`src/rtl/mem_stimulus_sequencer.sv`:
```
// mem_stimulus_sequencer: programmable memory-coherence transaction source.
// A loadable program RAM of DEPTH entries (address, op, processor, data) is
// replayed toward the coherence model over a valid/ready handshake, with an
// optional loop back to entry 0.
// Optional feature: define SEQ_GAP_EN to add the Gap port and an idle GAP
// state between transactions.
module mem_stimulus_sequencer #(
    parameter int ADDR_W = 4,
    parameter int DATA_W = 4,
    parameter int PROC_W = 2,
    parameter int DEPTH  = 16,
    localparam int IDX_W = $clog2(DEPTH)
) (
    input  logic              Clock,
    input  logic              Resetn,
    input  logic              LoadEn,
    input  logic [IDX_W-1:0]  LoadIndex,
    input  logic [ADDR_W-1:0] LoadAddress,
    input  logic              LoadOp,
    input  logic [PROC_W-1:0] LoadProcessor,
    input  logic [DATA_W-1:0] LoadData,
    input  logic [IDX_W:0]    Length,
    input  logic              Start,
    input  logic              Loop,
`ifdef SEQ_GAP_EN
    input  logic [3:0]        Gap,
`endif
    input  logic              TxReady,
    output logic              TxValid,
    output logic [ADDR_W-1:0] AddressTest,
    output logic              WriteOrRead,
    output logic [PROC_W-1:0] Processor,
    output logic [DATA_W-1:0] DataTest,
    output logic [IDX_W-1:0]  Index,
    output logic              Done
);

    localparam logic [1:0] S_IDLE  = 2'd0;
    localparam logic [1:0] S_ISSUE = 2'd1;
`ifdef SEQ_GAP_EN
    localparam logic [1:0] S_GAP   = 2'd2;
`endif
    localparam logic [1:0] S_DONE  = 2'd3;

    localparam logic [IDX_W:0] DEPTH_L = (IDX_W+1)'(DEPTH);
    localparam logic [IDX_W:0] ONE_L   = (IDX_W+1)'(1);

    // Program RAM: deliberately not reset so a program survives Resetn.
    logic [ADDR_W-1:0] mem_addr [DEPTH];
    logic              mem_op   [DEPTH];
    logic [PROC_W-1:0] mem_proc [DEPTH];
    logic [DATA_W-1:0] mem_data [DEPTH];

    logic [1:0]        state_q, state_d;
    logic [IDX_W:0]    len_q,   len_d;
    logic [IDX_W-1:0]  idx_q,   idx_d;
    logic              valid_q, valid_d;
    logic              done_q,  done_d;
    logic [ADDR_W-1:0] addr_q,  addr_d;
    logic              op_q,    op_d;
    logic [PROC_W-1:0] proc_q,  proc_d;
    logic [DATA_W-1:0] data_q,  data_d;
`ifdef SEQ_GAP_EN
    logic [3:0]        gap_cnt_q, gap_cnt_d;
`endif

    logic              load_ok;
    logic              hs;
    logic              last;
    logic [IDX_W-1:0]  nxt_idx;

    // Loads are only honoured while no run is in flight.
    always_comb begin
        load_ok = LoadEn && ((state_q == S_IDLE) || (state_q == S_DONE));
        hs      = valid_q && TxReady;
        last    = ({1'b0, idx_q} == (len_q - ONE_L));
        nxt_idx = last ? '0 : idx_q + 1'b1;
    end

    // Program RAM write port; a same-cycle Start reads the pre-write contents.
    always_ff @(posedge Clock) begin
        if (load_ok) begin
            mem_addr[LoadIndex] <= LoadAddress;
            mem_op[LoadIndex]   <= LoadOp;
            mem_proc[LoadIndex] <= LoadProcessor;
            mem_data[LoadIndex] <= LoadData;
        end
    end

    // Sequencer next-state: start/latch length, advance on handshake, wrap or finish.
    always_comb begin
        state_d = state_q;
        len_d   = len_q;
        idx_d   = idx_q;
        valid_d = valid_q;
        done_d  = done_q;
        addr_d  = addr_q;
        op_d    = op_q;
        proc_d  = proc_q;
        data_d  = data_q;
`ifdef SEQ_GAP_EN
        gap_cnt_d = gap_cnt_q;
`endif
        case (state_q)
            S_IDLE, S_DONE: begin
                if (Start) begin
                    len_d = (Length > DEPTH_L) ? DEPTH_L : Length;
                    if (Length == '0) begin
                        state_d = S_DONE;
                        valid_d = 1'b0;
                        done_d  = 1'b1;
                    end else begin
                        state_d = S_ISSUE;
                        idx_d   = '0;
                        valid_d = 1'b1;
                        done_d  = 1'b0;
                        addr_d  = mem_addr[0];
                        op_d    = mem_op[0];
                        proc_d  = mem_proc[0];
                        data_d  = mem_data[0];
                    end
                end
            end
            S_ISSUE: begin
                if (hs) begin
                    if (last && !Loop) begin
                        // Fields keep the last transaction while Done is shown.
                        state_d = S_DONE;
                        valid_d = 1'b0;
                        done_d  = 1'b1;
                    end else begin
                        idx_d  = nxt_idx;
                        addr_d = mem_addr[nxt_idx];
                        op_d   = mem_op[nxt_idx];
                        proc_d = mem_proc[nxt_idx];
                        data_d = mem_data[nxt_idx];
`ifdef SEQ_GAP_EN
                        // Next entry is staged now and released when the gap expires.
                        if (Gap != 4'd0) begin
                            state_d   = S_GAP;
                            valid_d   = 1'b0;
                            gap_cnt_d = Gap;
                        end
`endif
                    end
                end
            end
`ifdef SEQ_GAP_EN
            S_GAP: begin
                if (gap_cnt_q == 4'd1) begin
                    state_d = S_ISSUE;
                    valid_d = 1'b1;
                end else begin
                    gap_cnt_d = gap_cnt_q - 4'd1;
                end
            end
`endif
            default: state_d = S_IDLE;
        endcase
    end

    // Control and output registers; reset clears all visible outputs at once.
    always_ff @(posedge Clock or negedge Resetn) begin
        if (!Resetn) begin
            state_q <= S_IDLE;
            len_q   <= '0;
            idx_q   <= '0;
            valid_q <= 1'b0;
            done_q  <= 1'b0;
            addr_q  <= '0;
            op_q    <= 1'b0;
            proc_q  <= '0;
            data_q  <= '0;
        end else begin
            state_q <= state_d;
            len_q   <= len_d;
            idx_q   <= idx_d;
            valid_q <= valid_d;
            done_q  <= done_d;
            addr_q  <= addr_d;
            op_q    <= op_d;
            proc_q  <= proc_d;
            data_q  <= data_d;
        end
    end

`ifdef SEQ_GAP_EN
    // Gap countdown register.
    always_ff @(posedge Clock or negedge Resetn) begin
        if (!Resetn) gap_cnt_q <= '0;
        else         gap_cnt_q <= gap_cnt_d;
    end
`endif

    assign TxValid     = valid_q;
    assign Done        = done_q;
    assign Index       = idx_q;
    assign AddressTest = addr_q;
    assign WriteOrRead = op_q;
    assign Processor   = proc_q;
    assign DataTest    = data_q;

endmodule

```
`config.mk`:
```
export PLATFORM = sky130hd
export DESIGN_NAME = mem_stimulus_sequencer
export DESIGN_NICKNAME = d
export VERILOG_FILES = /design/src/rtl/mem_stimulus_sequencer.sv
export SDC_FILE = /design/constraint.sdc
export NUM_CORES = 1
export LEC_CHECK = 0
export CORE_MARGIN = 5
export CORE_UTILIZATION = 35
export CTS_CLUSTER_DIAMETER = 60
export DETAILED_ROUTE_END_ITERATION = 8
export GPL_ROUTABILITY_DRIVEN = 0
export SETUP_SLACK_MARGIN = 0.2
export SLEW_MARGIN = 20
export SYNTH_ARGS = -nofsm -noshare
export SYNTH_HDL_FRONTEND = slang
export SYNTH_SLANG_ARGS = --single-unit
export TNS_END_PERCENT = 20
```
`constraint.sdc`:
```
create_clock -name Clock -period 3 [get_ports Clock]
set_clock_uncertainty 0.15 [all_clocks]
set_input_delay 0.45 -clock Clock [delete_from_list [all_inputs] [get_ports Clock]]
set_output_delay 0.45 -clock Clock [all_outputs]
set_load 0.03 [all_outputs]
```
Word-level counts from Yosys, hierarchy flattened

Memory sizes are Yosys's and may differ from the RTL's.
Cells that the tools add are included.

Memories: 4
Latch bits: 0
Bits of input ports: 26
Output and inout port bits: 17
Bits in read-only memories: 0
Logic and storage cells: 81
Flip-flop bits (word level): 24
Memory bits (writable): 176

Memories:

| memory   | depth | width | read ports | clocked after memory_dff | wr ports | line | text |
|---|---|---|---|---|---|---|---|
| mem_addr | 16    | 4     | 2          | 0                        | 1        | 49   | `logic [ADDR_W-1:0] mem_addr [DEPTH];` |
| mem_data | 16    | 4     | 2          | 0                        | 1        | 52   | `logic [DATA_W-1:0] mem_data [DEPTH];` |
| mem_proc | 16    | 2     | 2          | 0                        | 1        | 51   | `logic [PROC_W-1:0] mem_proc [DEPTH];` |
| mem_op   | 16    | 1     | 2          | 0                        | 1        | 50   | `logic mem_op [DEPTH];` |

Bitwise logic cells: 0
Equality and inequality tests: 8
Add/subtract/negate cells: 2
Shift operators: 0
Order comparisons: 1
Divide/modulo/power cells: 0
$mul: 0
Reductions and logical operators: 13
Multiplexer cells: 44

Operators by type and width:

| operator                                                               | count |
|---|---|
| 4-bit 2-to-1 mux                                                       | 13 |
| 4-bit one-hot mux with 2 select lines                                  | 3 |
| 2-bit 2-to-1 mux                                                       | 8 |
| 1-bit 2-to-1 mux                                                       | 14 |
| 2-bit != test (second input constant)                                  | 5 |
| 2-bit one-hot mux with 2 select lines                                  | 2 |
| 1-bit one-hot mux with 2 select lines                                  | 3 |
| 4-bit by 5-bit equality test with 1-bit output                         | 1 |
| 5-bit greater-than comparator (second input constant)                  | 1 |
| 5-bit logical NOT                                                      | 1 |
| 5-bit 2-to-1 mux                                                       | 1 |
| 5-bit AND reduction                                                    | 1 |
| 5-bit by 1-bit subtractor with 5-bit output (second input constant)    | 1 |
| 4-bit by 1-bit adder with 4-bit output (second input constant)         | 1 |
| 4-bit AND reduction                                                    | 1 |
| 1-bit logical AND                                                      | 3 |
| 3-bit AND reduction                                                    | 1 |
| 2-bit by 1-bit equality test with 1-bit output (second input constant) | 1 |
| 2-bit equality test (second input constant)                            | 1 |
| 2-bit logical NOT                                                      | 1 |
| 2-bit AND reduction                                                    | 1 |
| 2-bit nonzero test                                                     | 1 |
| 2-bit OR reduction                                                     | 1 |
| 1-bit logical NOT                                                      | 1 |
| 1-bit logical OR                                                       | 1 |

Depth between registers and ports, before layout

Gate-level depths: netlist of run 1.
An unclocked memory read counts as a cell.

Word-level depth: 7
Gate-level depth with buffers: 10
Depth with buffers taken out: 8

Worst setup path before layout of run 1

No wires, ideal clock.

Path type: flip-flop to flip-flop
Start point: register state_q[0]
End point: memory mem_addr[0][0], enable pin
Arrival: 2.134 ns
Required time: 2.457 ns
Stages on the path, launching flop included: 7
Library setup time: 0.393 ns
Path buffers: 1
Clock period less this slack: 2.677 ns
Setup slack: 0.323 ns
Path through: dfrtp_1 -> inv_1 -> ha_1 -> clkbuf_1 -> nand2_1 -> or3_1 -> nor3_1

Word-level cells in the longest chain between the ends: 5
Elaborated cells between the ends (all ways): 6
Classes of those cells: eq/ne (1); mux (2); reduce/logical (3)

RTL lines:

| element                                                         | line | text |
|---|---|---|
| start: declaration                                              | 54   | `logic [1:0] state_q, state_d;` |
| start signal: assignment                                        | 175  | `state_q <= state_d;` |
| 2-bit equality test / 2-bit logical NOT (equally long branches) | 74   | `load_ok = LoadEn && ((state_q == S_IDLE) \|\| (state_q == S_DONE));` |
| 1-bit logical OR *                                              | 74   |  |
| 1-bit logical AND *                                             | 74   |  |
| 1-bit 2-to-1 mux *                                              | 82   | `if (load_ok) begin` |
| 1-bit 2-to-1 mux (not written as such) *                        | 83   | `mem_addr[LoadIndex] <= LoadAddress;` |
| end: declaration                                                | 49   |  |

Every way passes the cells marked *; elsewhere a longest branch is shown, timed or not.

Worst setup path after layout of run 1

Start point: register state_q[0]
End point: register data_q[3] (netlist: DataTest[3])

Word-level cells in the longest chain between the ends: 4
Elaborated cells between the ends (all ways): 11
Classes of those cells: eq/ne (6); mux (1); reduce/logical (4)

RTL lines:

| element                                                                     | line | text |
|---|---|---|
| 2-bit equality test / 2-bit logical NOT (equally long branches)             | 104  | `case (state_q)` |
| 2-bit OR reduction                                                          | 104  |  |
| 2-bit != test (no source line) / 2-bit nonzero test (equally long branches) | --   |  |
| 5-bit AND reduction (no source line)                                        | --   |  |
| end signal: assignment                                                      | 183  | `data_q <= data_d;` |
| end: declaration                                                            | 62   | `logic [DATA_W-1:0] data_q, data_d;` |

Parallel ways exist; a longest one is shown, timed or not.
A chain may end at the register's enable or synchronous reset.

==> results of run 1 <==
## power by group through the flow
| stage | clock network [mW] | logic (mW) | registers (mW) |
|---|---|---|---|
| detailed placement | 0 | 3.04 | 3.48 |
| finish | 2.22 | 3.09 | 3.43 |
| CTS | 2.27 | 3.04 | 3.42 |
| global placement | 0 | 2.95 | 3.47 |
| floorplan | 0 | 1.80 | 3.61 |
| global route | 2.39 | 3.35 | 3.45 |
## placed cells by master, fill, tap and decap left out, types with 2 or more instances in the layout
master,Yosys,routed
a2111oi_0,10,7
a32oi_1,3,3
nor3_1,7,6
inv_1,9,9
inv_8,0,2
dfrtp_1,24,22
nand4b_1,2,2
mux4_2,21,21
clkinv_8,0,2
o21ai_0,18,18
nand4_1,12,12
clkdlybuf4s50_1,0,41
dfrtp_2,0,2
or4_1,2,2
clkbuf_16,0,17
xnor2_1,5,4
nor2_1,28,28
buf_4,2,32
inv_6,0,3
a2111oi_1,0,3
a211o_1,10,10
edfxtp_1,176,176
nand2_1,113,113
buf_12,0,4
ha_1,4,4
nand2b_1,7,7
xor2_1,2,2
clkinv_4,0,4
nand3_1,44,44
mux2i_1,14,14
mux2_2,2,2
a21oi_1,5,4
## registers in the layout, indices dropped and copies added (netlist names)
name / cells
DataTest: 4
Index: 4
Processor: 2
len_q: 5
mem_proc: 32
mem_addr: 64
state_q: 2
mem_data: 64
TxValid: 1
WriteOrRead: 1
mem_op: 16
Done: 1
AddressTest: 4
## area by class of cell
class	instances	area (um2)
multi-input cells	327	2230
inverters	10	37.5
flip-flops and latches	200	5890
repair buffers	78	739
clock buffers	17	425
clock inverters	14	159
fillers	2108	13400
well taps	319	399
## path summary, 6_finish.rpt
check,from,to,slack (ns),depth (start not counted)
worst max register to register,state_q[0],DataTest[3],0.28,7
worst min-delay path,Resetn,state_q[1],0.30,1
max in group asynchronous,Resetn,DataTest[2],1.76,2
worst min register to register,Done,Done,0.36,1
worst max-delay path,state_q[0],DataTest[3],0.28,7
min in group Clock,Done,Done,0.36,1
## synthesized netlist by cell type, types with 3 or more instances
master,count
buf_2,15
o21ai_0,18
dfrtp_1,24
nor2_1,28
inv_1,9
edfxtp_1,176
a211o_1,10
nand3_1,44
mux2i_1,14
a32oi_1,3
clkbuf_1,11
nand2b_1,7
nor3_1,7
xnor2_1,5
ha_1,4
mux4_2,21
a2111oi_0,10
a21oi_1,5
nand2_1,113
nand4_1,12
## per-stage QoR
| step | hold slack (ns) | area, um2 | setup WS [ns] | std cells |
|---|---|---|---|---|
| finish | 0.303 | 9880 | 0.276 | 965 |
| global route | 0.337 | 9880 | 0.135 | 965 |
| CTS | 0.307 | 9810 | 0.174 | 962 |
| detailed placement | 0.349 | 9230 | 0.0941 | 931 |
| global placement | 0.329 | 9230 | 0.206 | 931 |
| floorplan | 0.00441 | 8210 | 0.323 | 565 |
## kinds of logic (layout without fill, tap and decap cells)
group / after synthesis / in the layout / synth area share [%]
buffers and inverters: 38 / 119 / 2.06
multiplexers: 37 / 37 / 7.74
AND/OR/NAND/NOR: 221 / 221 / 11.9
flip-flops: 200 / 200 / 71.7
AO/OA/AOI/OAI: 57 / 57 / 5.08
adder cells (fa/ha/maj): 4 / 4 / 0.610
XOR/XNOR: 8 / 8 / 0.945
## critical path: cells and delay by family (launching register included)
kind	cells	cell delay (ns)
flip-flops	1	0.36
adder cells (fa/ha/maj)	1	0.50
buffers and inverters	1	0.06
AO/OA/AOI/OAI	4	1.30
AND/OR/NAND/NOR	1	0.30
## layer usage
layer / wire length, um / track usage [%] / share of wire [%]
met1: 8540 / 20.3 / 45
met2: 8920 / 22.3 / 47
met3: 1040 / 3.73 / 5.5
met4: 309 / 4.31 / 1.6
met5: 0 / 0 / 0
## timing repair
action	in CTS	in global routing
pin swaps	0	1
setup endpoints to repair	3	16
resized for setup	1	10
setup buffers	0	3
==> results.toml, run 1 <==
[hold_path]
hp-class = "input pin to async pin"

[finish]
area_growth_pct = 20.3
final_util_pct = 42.5
num_antenna_cells = 0
drive_gt1_share_pct = 15.6
finalNetCount = 664

[logic_synthesis]
async_flop_share_pct = 12.0
synth_top_area_share_pct = 64.4
synth_top_area_cell = "edfxtp_1"
ys_seq_area_share_pct = 71.7
syn_area_um2 = 8210
synth.distinct_cells = 43
synth_seq_cells = 200
syn_nets = 595
synth_cells = 565
synth.area.top_cells = "edfxtp_1, dfrtp_1, mux4_2, nand2_1, nand3_1"
ys.flop_type = "edfxtp_1"
syn-mean-instance-area_um2 = 14.5
synth_edf_count = 176
yosys_warnings = 0

[sta]
maxSlewViolCount = 0
relSlewSlack_pct = 36.4
fmax_mhz = 367
min_period_over_period_pct = 90.8
hold_violations = 0
min_period_ns = 2.72
fin_setup_tns_ns = 0
rsz0062_at_grt = "true"
setup_viol = 0
tightest_slew_ns = 0.951

[clock_tree]
h-tree-depth = 4
cts_hold_buf = 0
clock-sinks = 200
clock_path_buffers = 2
cts.clk_slew.worst_paths_ns = 0.07
cts_tree = "done"
numCtsBuffers = 17
root_buffer = "clkbuf_16"
worstSkewPairLatency_ns = 0.43

[pwr]
fin_total_pwr_mw = 8.74
p_leak_nw = 3.36
share_seq_of_total_power_pct = 39.2
intPower_mw = 5.67
switching_share_pct = 35.2
power_density_nw_per_um2 = 885
power_frac_comb_pct = 35.4
vdd_ir_drop_max_v = 0.000428
p_switching_mw = 3.08
clkPwrFrac_pct = 25.4

[worst_setup_path]
worstPathMaxFanout = 10
crit_type = "flop to flop"
crit_path_max_incr_delay_ns = 0.52
path_cells = "inv_1 -> ha_1 -> a22o_1 -> a21oi_2 -> nand2_1 -> a2111oi_0 -> a211o_1"
critical_path_required_ns = 3.22
slowest_stage = "a2111oi_0"
cp.arrival_ns = 2.95
crit_path_end_kind = "flop"
cp-start-kind = "flop"

[status]
status = "completed"

[detailed_routing]
dr.first_iter.drc_count = 464
antenna_left = 0
drc = 0
route.vias.total = 4926
wl_per_cell_um = 19.5
avgViaCountPerCell = 5.10
dr.pass1.iters = 5
totalWireLength_mm = 18.8

[place]
dp_hpwl_mm = 12.9
io_buffers = 42

[floorplanning]
start_util_pct = 35.3
fp.dieH_um = 163
core-area_um2 = 23300
ioPinCount = 43
die_w_um = 163
die-area_um2 = 26600
rows = 56

[grt]
grtUsageTotal_pct = 14.5
antenna_found_initial = 0
grt_overflow = 0
first_global_vias = 4869
grt_first_pass_wirelength_mm = 28.8
grt_max_degree = 56

[job]
drv_cap = 0
(Power assumes the default switching activity.)
==> run 2: changes to the inputs <==
--- a/config.mk
+++ b/config.mk
@@ -8,9 +8,10 @@
 export CORE_MARGIN = 5
 export CORE_UTILIZATION = 35
 export CTS_CLUSTER_DIAMETER = 60
+export CTS_CLUSTER_SIZE = 12
 export DETAILED_ROUTE_END_ITERATION = 8
 export GPL_ROUTABILITY_DRIVEN = 0
-export SETUP_SLACK_MARGIN = 0.2
+export SETUP_SLACK_MARGIN = 0.05
 export SLEW_MARGIN = 20
 export SYNTH_ARGS = -nofsm -noshare
 export SYNTH_HDL_FRONTEND = slang
==> results.toml, run 2 (synthesis gave the netlist of run 1 again) <==
[floorplanning]
core-area_um2 = 23300
die-area_um2 = 26600
fp.dieH_um = 163
start_util_pct = 35.3
die_w_um = 163
ioPinCount = 43
rows = 56

[sta]
min_period_ns = 2.83
setup_viol = 0
hold_violations = 0
tightest_slew_ns = 0.964
fin_setup_tns_ns = 0
setup_ws_ns = 0.172
min_period_over_period_pct = 94.3
maxSlewViolCount = 0
rsz0062_at_grt = "true"
relSlewSlack_pct = 35.5
hold_ws_ns = 0.310
fmax_mhz = 354

[detailed_routing]
dr.pass1.iters = 5
drc = 0
dr.first_iter.drc_count = 398
route.vias.total = 4972
totalWireLength_mm = 18.7
avgViaCountPerCell = 5.16
wl_per_cell_um = 19.4
antenna_left = 0

[grt]
first_global_vias = 4869
antenna_found_initial = 0
grt_overflow = 0
grtUsageTotal_pct = 14.5
grt_first_pass_wirelength_mm = 28.8
grt_max_degree = 56

[worst_setup_path]
worstPathMaxFanout = 10
rr_worst_depth = 8
critical_path_required_ns = 3.22
crit_type = "flop to flop"
critical_path_depth = 8
cp.arrival_ns = 3.05
critPathBufInv = 1
cp_top_family = "compound AO/OA/AOI/OAI gates"
crit_path_max_incr_delay_ns = 0.56
slowest_stage = "o311ai_4"
cp-start-kind = "flop"
path_cells = "inv_1 -> ha_1 -> nand3b_1 -> a21oi_1 -> o311ai_4 -> mux2_2 -> a2111oi_0 -> a211o_1"
crit_path_end_kind = "flop"

[finish]
area_growth_pct = 19.6
register_area_um2 = 5890
finalNetCount = 662
final_common_cell = "edfxtp_1"
final_cell_mix = "edfxtp_1, nand2_1, nand3_1, clkdlybuf4s50_1, buf_4"
fillers = 2122
reg_top3 = "mem_addr (64), mem_data (64), mem_proc (32)"
multi_input_area_um2 = 2190
drive_gt1_share_pct = 14.8
num_antenna_cells = 0

[place]
dp_hpwl_mm = 12.9
io_buffers = 42
dp_slack_ns = 0.0941

[pwr]
power_density_nw_per_um2 = 884
vdd_ir_drop_max_v = 0.000432
p_leak_nw = 3.34

[clock_tree]
clock-sinks = 200
cts.clk_slew.worst_paths_ns = 0.07
cts_tree = "done"
worstSkewPairLatency_ns = 0.43
h-tree-depth = 4
numCtsBuffers = 17
cts_hold_buf = 0
root_buffer = "clkbuf_16"
clock_path_buffers = 2

[hold_path]
hp-class = "input pin to async pin"

[job]
drv_cap = 0

[status]
status = "completed"
-- run 2: what timing repair did --
item | CTS | global route
gates resized for setup | 0 | 2
endpoints found under the setup margin | 0 | 11
setup buffers | 0 | 1
-- run 2: layer usage --
layer / vias up / wire length, um / GRT usage, %
met1: 2515 / 8480 / 20.3
li1: 2264 / - / -
met5: - / 0 / 0
met4: 0 / 273 / 4.31
met3: 16 / 1140 / 3.73
met2: 177 / 8810 / 22.3
-- run 2: through the flow --
| stage | power (mW) | utilization, % | cells | cell area, um2 |
|---|---|---|---|---|
| after CTS | 8.74 | 42.2 | 962 | 9810 |
| after global routing | 9.13 | 42.2 | 963 | 9820 |
| after global placement | 6.42 | 39.7 | 931 | 9230 |
| final | 8.68 | 42.2 | 963 | 9820 |
| after floorplan | 5.40 | - | 565 | 8210 |
| after detailed placement | 6.52 | 39.7 | 931 | 9230 |
-- run 2: power by group --
group | switching (mW) | internal (mW)
combinational | 1.83 | 1.21
clock | 1.04 | 1.18
sequential | 0.173 | 3.25
-- run 2: final cells by class --
class                      instances  share of cell area [%]
clock inverter                    14                    1.62
timing repair buffer              76                    7.39
tap                              319                    4.06
inverter                          10                   0.382
multi-input combinational        327                    22.3
sequential                       200                    59.9
clock buffer                      17                    4.33
-- run 2: path summary, 6_finish.rpt --
path                                from      endpoint  slack (ns)
worst max-delay path            len_q[0]  Processor[0]        0.17
worst min-delay path              Resetn    state_q[1]        0.31
worst max register to register  len_q[0]  Processor[0]        0.17
worst min register to register      Done          Done        0.35
max in group asynchronous         Resetn   DataTest[2]        1.75
min in group Clock                  Done          Done        0.35
